--- src/rtl/output_deskew.sv ---
// Output de-skew stage: re-aligns staggered systolic-array column results into full
// rows, buffers them in a small FIFO and hands them out over valid/ready with tile
// row tagging. Optional macro DESKEW_RELU_EN clamps negative elements to zero on write.
module output_deskew #(
  parameter int N      = 2,
  parameter int DATA_W = 8,
  parameter int DEPTH  = 4,
  parameter int ROWS   = 2
) (
  input  logic                        clk,
  input  logic                        reset,
  input  logic                        in_valid,
  input  logic [N*DATA_W-1:0]         in_data,
  output logic                        row_valid,
  input  logic                        row_ready,
  output logic [N*DATA_W-1:0]         row_data,
  output logic [$clog2(ROWS)+1-1:0]   row_idx,
  output logic                        row_last,
  output logic                        overflow,
  output logic                        busy
);

  localparam int PTR_W = $clog2(DEPTH);
  localparam int CNT_W = PTR_W + 1;
  localparam int IDX_W = $clog2(ROWS) + 1;
  localparam logic [IDX_W-1:0] LAST_IDX = IDX_W'(ROWS - 1);
  localparam logic [CNT_W-1:0] FULL_CNT = CNT_W'(DEPTH);

  logic [N-2:0]          r_vld;
  logic                  w_aligned_valid;
  logic [N*DATA_W-1:0]   w_aligned_row;
  logic [N*DATA_W-1:0]   w_push_row;

  logic [N*DATA_W-1:0]   r_mem [DEPTH];
  logic [PTR_W-1:0]      r_wr_ptr;
  logic [PTR_W-1:0]      r_rd_ptr;
  logic [CNT_W-1:0]      r_count;
  logic [IDX_W-1:0]      r_tile_idx;
  logic                  r_overflow;

  logic                  w_empty;
  logic                  w_full;
  logic                  w_pop;
  logic                  w_push;

  // The valid tag travels N-1 stages so it lines up with the last (undelayed) column.
  always_ff @(posedge clk) begin
    if (!reset) begin
      r_vld <= '0;
    end else begin
      r_vld[0] <= in_valid;
      for (int k = 1; k < N - 1; k++) begin
        r_vld[k] <= r_vld[k-1];
      end
    end
  end

  assign w_aligned_valid = r_vld[N-2];

  for (genvar j = 0; j < N; j++) begin : g_col
    if (j == N - 1) begin : g_direct
      assign w_aligned_row[j*DATA_W +: DATA_W] = in_data[j*DATA_W +: DATA_W];
    end else begin : g_delay
      localparam int L = N - 1 - j;
      logic [DATA_W-1:0] r_pipe [L];

      always_ff @(posedge clk) begin
        if (!reset) begin
          for (int k = 0; k < L; k++) begin
            r_pipe[k] <= '0;
          end
        end else begin
          r_pipe[0] <= in_data[j*DATA_W +: DATA_W];
          for (int k = 1; k < L; k++) begin
            r_pipe[k] <= r_pipe[k-1];
          end
        end
      end

      assign w_aligned_row[j*DATA_W +: DATA_W] = r_pipe[L-1];
    end
  end

  // NOTE: default assignment first so every path drives w_push_row and no latch is inferred.
  always_comb begin
    w_push_row = w_aligned_row;
`ifdef DESKEW_RELU_EN
    for (int j = 0; j < N; j++) begin
      if (w_aligned_row[j*DATA_W + DATA_W - 1]) begin
        w_push_row[j*DATA_W +: DATA_W] = '0;
      end
    end
`endif
  end

  assign w_empty = (r_count == '0);
  assign w_full  = (r_count == FULL_CNT);
  assign w_pop   = !w_empty && row_ready;
  // A full FIFO still takes a row when the head leaves in the same cycle.
  assign w_push  = w_aligned_valid && (!w_full || w_pop);

  always_ff @(posedge clk) begin
    if (!reset) begin
      r_wr_ptr   <= '0;
      r_rd_ptr   <= '0;
      r_count    <= '0;
      r_tile_idx <= '0;
      r_overflow <= 1'b0;
    end else begin
      if (w_push) begin
        r_wr_ptr <= r_wr_ptr + PTR_W'(1);
      end
      if (w_pop) begin
        r_rd_ptr   <= r_rd_ptr + PTR_W'(1);
        r_tile_idx <= (r_tile_idx == LAST_IDX) ? '0 : r_tile_idx + IDX_W'(1);
      end
      case ({w_push, w_pop})
        2'b10:   r_count <= r_count + CNT_W'(1);
        2'b01:   r_count <= r_count - CNT_W'(1);
        default: r_count <= r_count;
      endcase
      if (w_aligned_valid && !w_push) begin
        r_overflow <= 1'b1;
      end
    end
  end

  // NOTE: row storage is not reset; the cleared count masks it, and row_data reads 0 when empty.
  always_ff @(posedge clk) begin
    if (w_push) begin
      r_mem[r_wr_ptr] <= w_push_row;
    end
  end

  assign row_valid = !w_empty;
  assign row_data  = w_empty ? '0 : r_mem[r_rd_ptr];
  assign row_idx   = r_tile_idx;
  assign row_last  = !w_empty && (r_tile_idx == LAST_IDX);
  assign overflow  = r_overflow;
  assign busy      = (|r_vld) || !w_empty;

endmodule

--- config.mk ---
export PLATFORM = sky130hd
export DESIGN_NAME = output_deskew
export DESIGN_NICKNAME = d
export VERILOG_FILES = /design/src/rtl/output_deskew.sv
export SDC_FILE = /design/constraint.sdc
export NUM_CORES = 1
export LEC_CHECK = 0
export ABC_AREA = 0
export BUFFER_PORTS_ARGS = -buffer_cell sky130_fd_sc_hd__clkbuf_2
export CAP_MARGIN = 20
export CELL_PAD_IN_SITES_DETAIL_PLACEMENT = 0
export CELL_PAD_IN_SITES_GLOBAL_PLACEMENT = 2
export CORE_ASPECT_RATIO = 1.75
export CORE_MARGIN = 2
export CORE_UTILIZATION = 48
export CTS_BUF_LIST = sky130_fd_sc_hd__clkbuf_8
export CTS_CLUSTER_DIAMETER = 40
export CTS_CLUSTER_SIZE = 14
export DETAILED_ROUTE_END_ITERATION = 10
export PLACE_DENSITY = 0.95
export SLEW_MARGIN = 20
export SYNTH_ARGS = -nofsm -noshare
export SYNTH_HDL_FRONTEND = slang
export SYNTH_SLANG_ARGS = --single-unit
--- constraint.sdc ---
create_clock -name clk -period 5.7 [get_ports clk]
set_input_delay 0.57 -clock clk [delete_from_list [all_inputs] [get_ports clk]]
set_output_delay 0.57 -clock clk [all_outputs]
set_load 0.1 [all_outputs]
==> results of run 1 <==
-- cell usage in the layout, fill, tap and decap left out, drive strengths merged, types with 3 or more instances in the layout --
| cell type | Yosys | layout |
|---|---|---|
| dfxtp | 21 | 21 |
| inv | 8 | 9 |
| nor2b | 18 | 18 |
| and2 | 18 | 18 |
| nand2 | 7 | 7 |
| edfxtp | 64 | 64 |
| clkbuf | 2 | 50 |
| o21ai | 3 | 3 |
| clkinv | 0 | 5 |
| xnor2 | 3 | 3 |
| ha | 5 | 5 |
| mux4 | 16 | 16 |
-- metrics by stage --
step	utilization [%]	instance area [um2]	hold slack (ns)
floorplan	-	3373	0.4383
detailed placement	52.90	3627	0.4431
global route	55.57	3810	0.4237
global placement	52.90	3627	0.4372
CTS	55.55	3809	0.4086
finish	55.57	3810	0.4299
-- cells by family (layout without fill, tap and decap cells) --
group	Yosys count	count (layout)	share of synthesized area, %
DFF	85	85	69.44
and+or+nand+nor	49	49	11.05
muxes	18	18	11.28
buffers and inverters	17	66	2.930
AOI/OAI and AO/OA	8	8	1.817
adders and majority gates	6	6	2.448
xor gates and xnor gates	4	4	1.039
-- final timing paths --
| kind | start | endpoint | slack (ns) | cells after the start |
|---|---|---|---|---|
| setup / recovery | flop | row_data[11] | 2.96 | 3 |
| hold / removal | in_data[0] | g_col[0].g_delay.r_pipe[0][0] | 0.43 | 2 |
| setup reg to reg | r_count[2] | r_count[2] | 3.42 | 9 |
| hold reg to reg | row_idx[1] | row_idx[1] | 0.45 | 2 |
-- layout make-up --
cell class | instances | area (um2) | area share [%]
Inverter | 8 | 30.03 | 0.7882
Clock buffer | 9 | 123.9 | 3.251
Multi-Input combinational cell | 85 | 937.1 | 24.60
Tap cell | 84 | 105.1 | 2.759
Timing Repair Buffer | 42 | 212.7 | 5.583
Sequential cell | 85 | 2344 | 61.51
Clock inverter | 7 | 57.56 | 1.511
-- layer usage --
| layer | up-vias | part of all wire [%] | track usage [%] |
|---|---|---|---|
| li1 | 776 | - | - |
| met1 | 789 | 38 | 15.64 |
| met2 | 33 | 56 | 26.47 |
| met3 | 11 | 3.1 | 2.935 |
| met4 | 0 | 2.9 | 9.388 |
| met5 | - | 0 | 0 |
-- cells in the mapped netlist --
cell type  instances  area (um2)
edfxtp_1          64        1922
nand2_1            7       26.28
mux4_2            16       360.4
o21ai_0            1       5.000
nor2b_4           10       137.6
buf_12             1       20.02
buf_2              3       15.01
a21oi_1            2       10.01
a21boi_1           2       15.01
buf_6              1       11.26
buf_4              2       15.01
nand2b_1           1       6.260
or3_1              2       12.51
ha_1               5       62.56
fa_1               1       20.02
mux2i_1            2       20.02
o21ai_1            2       10.01
nor3b_1            1       7.510
clkbuf_1           2       7.510
o31ai_4            1       21.27
xnor2_1            3       26.28
and2_1            18       112.6
dfxtp_1           21       420.4
nor2b_1            8       50.05
nor3_1             1       5.000
nor4b_2            1       15.01
inv_1              5       18.77
xor2_1             1       8.760
inv_2              3       11.26
-- flip-flops by register name, summed over array words and instances, names as in the netlist, named ones only --
register              flops
r_count                   3
r_wr_ptr                  2
g_col.g_delay.r_pipe      8
overflow                  1
row_idx                   2
r_vld                     1
r_mem                    64
r_rd_ptr                  2
-- critical path: cells and delay by family (launching register included) --
family / cells / cell delay [ns]
buffers and inverters: 1 / 0.38
and+or+nand+nor: 1 / 0.14
muxes: 1 / 0.58
DFF: 1 / 0.71
==> metrics.cfg, run 1 <==
[finish]
nets=257
fin_cells=320
final_layout_size_suffix_gt1_share_pct=37.71
area_growth_pct=12.94
final.fill_count=537
num_antenna_cells=0

[flow_run]
drv_cap=0

[sta]
rsz0062_at_grt=false
final_hold_viol_count=0
layout_min_cycle_time_ns=2.736
fin_worst_skew_ns=0.005615
drv_slew=0
setup_violations=0
fin_tns_setup_ns=0
period_share_pct=48.00
relSlewSlack_pct=43.41
fin_ws_ns=2.964
worstMarginPinSlew_ns=0.8489
fmax_mhz=365.5

[setup_path]
crit_type=reg -> out
cp_slowest_stage_delay_ns=0.71
path_cells=mux4_2 > nor2b_1 > clkbuf_2
critPathArrivalTime_ns=2.17
cp_max_fo=16
critPathRequiredTime_ns=5.13
startpoint_type=flop
cp_slowest_cell=dfxtp_2
end_kind=output port

[place]
place_inst=304
port_buffers=41
pre_cts_ws_ns=2.898
gp_congestion=0.7143
dp_hpwl_um=3357

[synth]
synthesis.area_um2=3373
syn_nets=213
netlist_instances=187
yosysUniqueCellTypes=29
ys_warn_count=0
ys_seq_area_share_pct=69.44
ys_ff_latch=85
avgSynthCellArea_um2=18.04

[die]
dieArea_um2=7740
core_area_um2=6857
ios=42
rows=40
die_h_um=114.9
die_x_um=67.37
start_util_pct=49.20

[detailed_routing]
finalWirelength_um=4994
postRouteAntennaNets=0
drt_drc_violations_left=0
routedWlPerCell_um=15.61
first_iter_violations=50
firstDrtPassIters=4
vias=1609
via_per_inst=5.028

[global_route]
grt_max_degree=23
track_usage_pct=14.94
grt_pass1_wl_um=8024
grt_pass1_vias=1688
antenna_found_initial=0
overflow=0

[cts]
clock_sinks=85
clock_latency_ns=0.34
cts.path.max_buffers=2
post-cts-setup-buffers=0
cts.clk_slew.worst_paths_ns=0.07
postCtsHoldBufs=0
ctsRootBufferMaster=clkbuf_8
htreeDepth=3
cts_tree=yes
numCtsBuffers=9
postCtsResizedCells=0

[min_path]
worstHoldPathType=in -> reg

[status]
status=complete, no violations

Power of run 1 is not shown: default switching activity piles up to over one toggle a cycle in this logic, so the estimate is an artifact.
==> inputs of run 2 (changes only) <==
--- a/config.mk
+++ b/config.mk
@@ -5,19 +5,19 @@
 export SDC_FILE = /design/constraint.sdc
 export NUM_CORES = 1
 export LEC_CHECK = 0
-export ABC_AREA = 0
+export ABC_AREA = 1
 export BUFFER_PORTS_ARGS = -buffer_cell sky130_fd_sc_hd__clkbuf_2
 export CAP_MARGIN = 20
 export CELL_PAD_IN_SITES_DETAIL_PLACEMENT = 0
 export CELL_PAD_IN_SITES_GLOBAL_PLACEMENT = 2
 export CORE_ASPECT_RATIO = 1.75
 export CORE_MARGIN = 2
-export CORE_UTILIZATION = 48
+export CORE_UTILIZATION = 39
 export CTS_BUF_LIST = sky130_fd_sc_hd__clkbuf_8
 export CTS_CLUSTER_DIAMETER = 40
 export CTS_CLUSTER_SIZE = 14
 export DETAILED_ROUTE_END_ITERATION = 10
-export PLACE_DENSITY = 0.95
+export PLACE_DENSITY = 0.91
 export SLEW_MARGIN = 20
 export SYNTH_ARGS = -nofsm -noshare
 export SYNTH_HDL_FRONTEND = slang
==> constraint.sdc (replaced) <==
create_clock -name clk -period 2.52 [get_ports clk]
set_input_delay 0.252 -clock clk [delete_from_list [all_inputs] [get_ports clk]]
set_output_delay 0.252 -clock clk [all_outputs]
set_load 0.1 [all_outputs]
==> metrics.cfg, run 2 <==
[place]
port_buffers=41  ; unchanged
dp_hpwl_um=4181  ; was 3357 um
gp_congestion=0.7128  ; was 0.7143

[sta]
hold_slack_ns=0.08478  ; was 0.4299 ns
fin_worst_skew_ns=0.005664  ; was 0.005615 ns
setup_violations=0  ; unchanged
relSlewSlack_pct=63.97  ; was 43.41%
rsz0062_at_grt=false  ; unchanged
drv_slew=0  ; unchanged
worstMarginPinSlew_ns=0.5428  ; was 0.8489 ns
layout_min_cycle_time_ns=2.325
final_hold_viol_count=0  ; unchanged
period_share_pct=92.28
fmax_mhz=430.0
fin_tns_setup_ns=0  ; unchanged

[finish]
final.fill_count=858  ; was 537
top_register=r_mem  ; unchanged
nets=378  ; was 257
area_growth_pct=13.70  ; was 12.94%
num_antenna_cells=0  ; unchanged
layout_commonest_cell=nor2_1  ; was edfxtp_1
final_layout_size_suffix_gt1_share_pct=18.21  ; was 37.71%
mostFrequentLayoutCells=nor2_1, edfxtp_1, inv_1  ; was edfxtp_1, clkbuf_2, dfxtp_1
multi_input_area_um2=822.0  ; was 937.1 um2
reg_top3=r_mem x64, g_col.g_delay.r_pipe x8, r_count x3  ; unchanged
final_core_util_pct=45.26  ; was 55.57%
largest_reg_flops=64  ; unchanged
seqCellArea_um2=2342  ; was 2344 um2

[synth]
yosys_most_used_dff=edfxtp_1  ; unchanged
synth_area_leaders=edfxtp_1, dfxtp_1, nor2_1, o21ai_1, a21oi_1  ; was edfxtp_1, dfxtp_1, mux4_2, nor2b_4, and2_1
synthArstFlopShare_pct=0  ; unchanged
synthTopCellsByCount=nor2_1, edfxtp_1, inv_1, o21ai_1, nand2_1  ; was edfxtp_1, dfxtp_1, and2_1, mux4_2, nor2b_4
ys_seq_area_share_pct=68.75  ; was 69.44%
synth_edf_count=64  ; unchanged
yosysTopAreaCell=edfxtp_1  ; unchanged
avgSynthCellArea_um2=11.13  ; was 18.04 um2
synthesis.area_um2=3407  ; was 3373 um2
ys_ff_latch=85  ; unchanged
yosysUniqueCellTypes=22  ; was 29
syn_nets=332  ; was 213
ys_warn_count=0  ; unchanged
yosysMostFrequentCell=nor2_1  ; was edfxtp_1
netlist.area_leader.share_pct=56.41  ; was 56.97%
netlist_instances=306  ; was 187

[pwr]
max-vdd-ir-drop_v=0.0008350
power_density_nw_per_um2=1194
leakagePower_nw=1.570

[cts]
cts.clk_slew.worst_paths_ns=0.07  ; about the same
clock_latency_ns=0.34  ; about the same
postCtsResizedCells=0  ; unchanged
clock_sinks=85  ; unchanged
cts_tree=yes  ; unchanged
postCtsHoldBufs=0  ; unchanged
post-cts-setup-buffers=0  ; unchanged
numCtsBuffers=9  ; unchanged
cts.path.max_buffers=2  ; unchanged
htreeDepth=3  ; unchanged
ctsRootBufferMaster=clkbuf_8  ; unchanged

[die]
die_h_um=127.6  ; was 114.9 um
die_x_um=74.66  ; was 67.37 um
rows=45  ; was 40
core_area_um2=8558  ; was 6857 um2
ios=42  ; unchanged
start_util_pct=39.81  ; was 49.20%
dieArea_um2=9529  ; was 7740 um2

[setup_path]
crit_type=reg -> out  ; unchanged
cp_max_fo=12  ; was 16
critPathArrivalTime_ns=2.07  ; was 2.17 ns
end_kind=output port  ; unchanged
critPathRequiredTime_ns=2.27  ; was 5.13 ns
startpoint_type=flop  ; unchanged

[global_route]
grt_pass1_wl_um=10370  ; was 8024 um
track_usage_pct=14.91  ; was 14.94%
overflow=0  ; unchanged
antenna_found_initial=0  ; unchanged
grt_pass1_vias=2228  ; was 1,688
grt_max_degree=33  ; was 23

[detailed_routing]
postRouteAntennaNets=0  ; unchanged
first_iter_violations=71  ; was 50
drt_drc_violations_left=0  ; unchanged
routedWlPerCell_um=13.17  ; was 15.61 um
vias=2172  ; was 1,609
via_per_inst=4.582  ; was 5.028
finalWirelength_um=6241  ; was 4994 um
firstDrtPassIters=4  ; unchanged

[flow_run]
drv_cap=0  ; unchanged

[min_path]
worstHoldPathType=in -> reg  ; unchanged

[status]
status=complete, no violations  ; unchanged

[run 2: worst max-delay path, stage by stage, from the launching register on]
cell	delay, ns
dfxtp_1	0.51
buf_4	0.26
nor2_1	0.07
nor2_1	0.09
o21ai_1	0.07
a21oi_1	0.23
clkbuf_2	0.50
[run 2: path summary, 6_finish.rpt]
kind              start                             to  slack (ns)  cells after the start
max                flop                    row_data[0]        0.19                      6
min          in_data[6]  g_col[0].g_delay.r_pipe[0][6]        0.08                      3
max reg2reg  r_count[0]                     r_count[2]        0.58                     12
min reg2reg  row_idx[1]                     row_idx[1]        0.46                      2
[run 2: cell families after synthesis]
family                   count (synthesis)  share of synthesized area, %
adder cells (fa/ha/maj)                  6                         2.424
buffers and inverters                   45                         7.124
AND/OR/NAND/NOR                        114                         13.48
AO/OA/AOI/OAI                           56                         8.227
flip-flops                              85                         68.75
[run 2: stage by stage]
| step | cells | worst slack [ns] | cell area [um2] | power, W |
|---|---|---|---|---|
| finish | 474 | 0.1945 | 3874 | 0.004626 |
| global route | 474 | 0.07441 | 3874 | 0.004857 |
| CTS | 474 | 0.1562 | 3874 | 0.004673 |
| detailed placement | 458 | 0.5403 | 3714 | 0.003896 |
| global placement | 458 | 0.5649 | 3714 | 0.003889 |
| floorplan | 306 | -0.1850 | 3407 | 0.003560 |
[run 2: cell type report]
| type | instances | share of cell area, % |
|---|---|---|
| clock buffers | 10 | 3.553 |
| clock inverters | 6 | 0.5814 |
| inverters | 32 | 3.230 |
| multi-input cells | 176 | 21.22 |
| flip-flops and latches | 85 | 60.47 |
| well taps | 117 | 3.779 |
| repair buffers | 48 | 7.171 |
[run 2: where the power goes]
group	switching (W)	internal [W]	total (W)
clock network	0.000413	0.000364	0.000776
registers	0.0000644	0.00158	0.00165
logic	0.00183	0.000372	0.00220
[run 2: layer usage]
| layer | global-route usage (%) | wire [um] | vias up |
|---|---|---|---|
| li1 | - | - | 1108 |
| met1 | 15.83 | 2402 | 1018 |
| met2 | 26.60 | 3444 | 35 |
| met3 | 4.022 | 253 | 11 |
| met4 | 6.618 | 141 | 0 |
| met5 | 0 | 0 | - |
(Power assumes the default switching activity.)
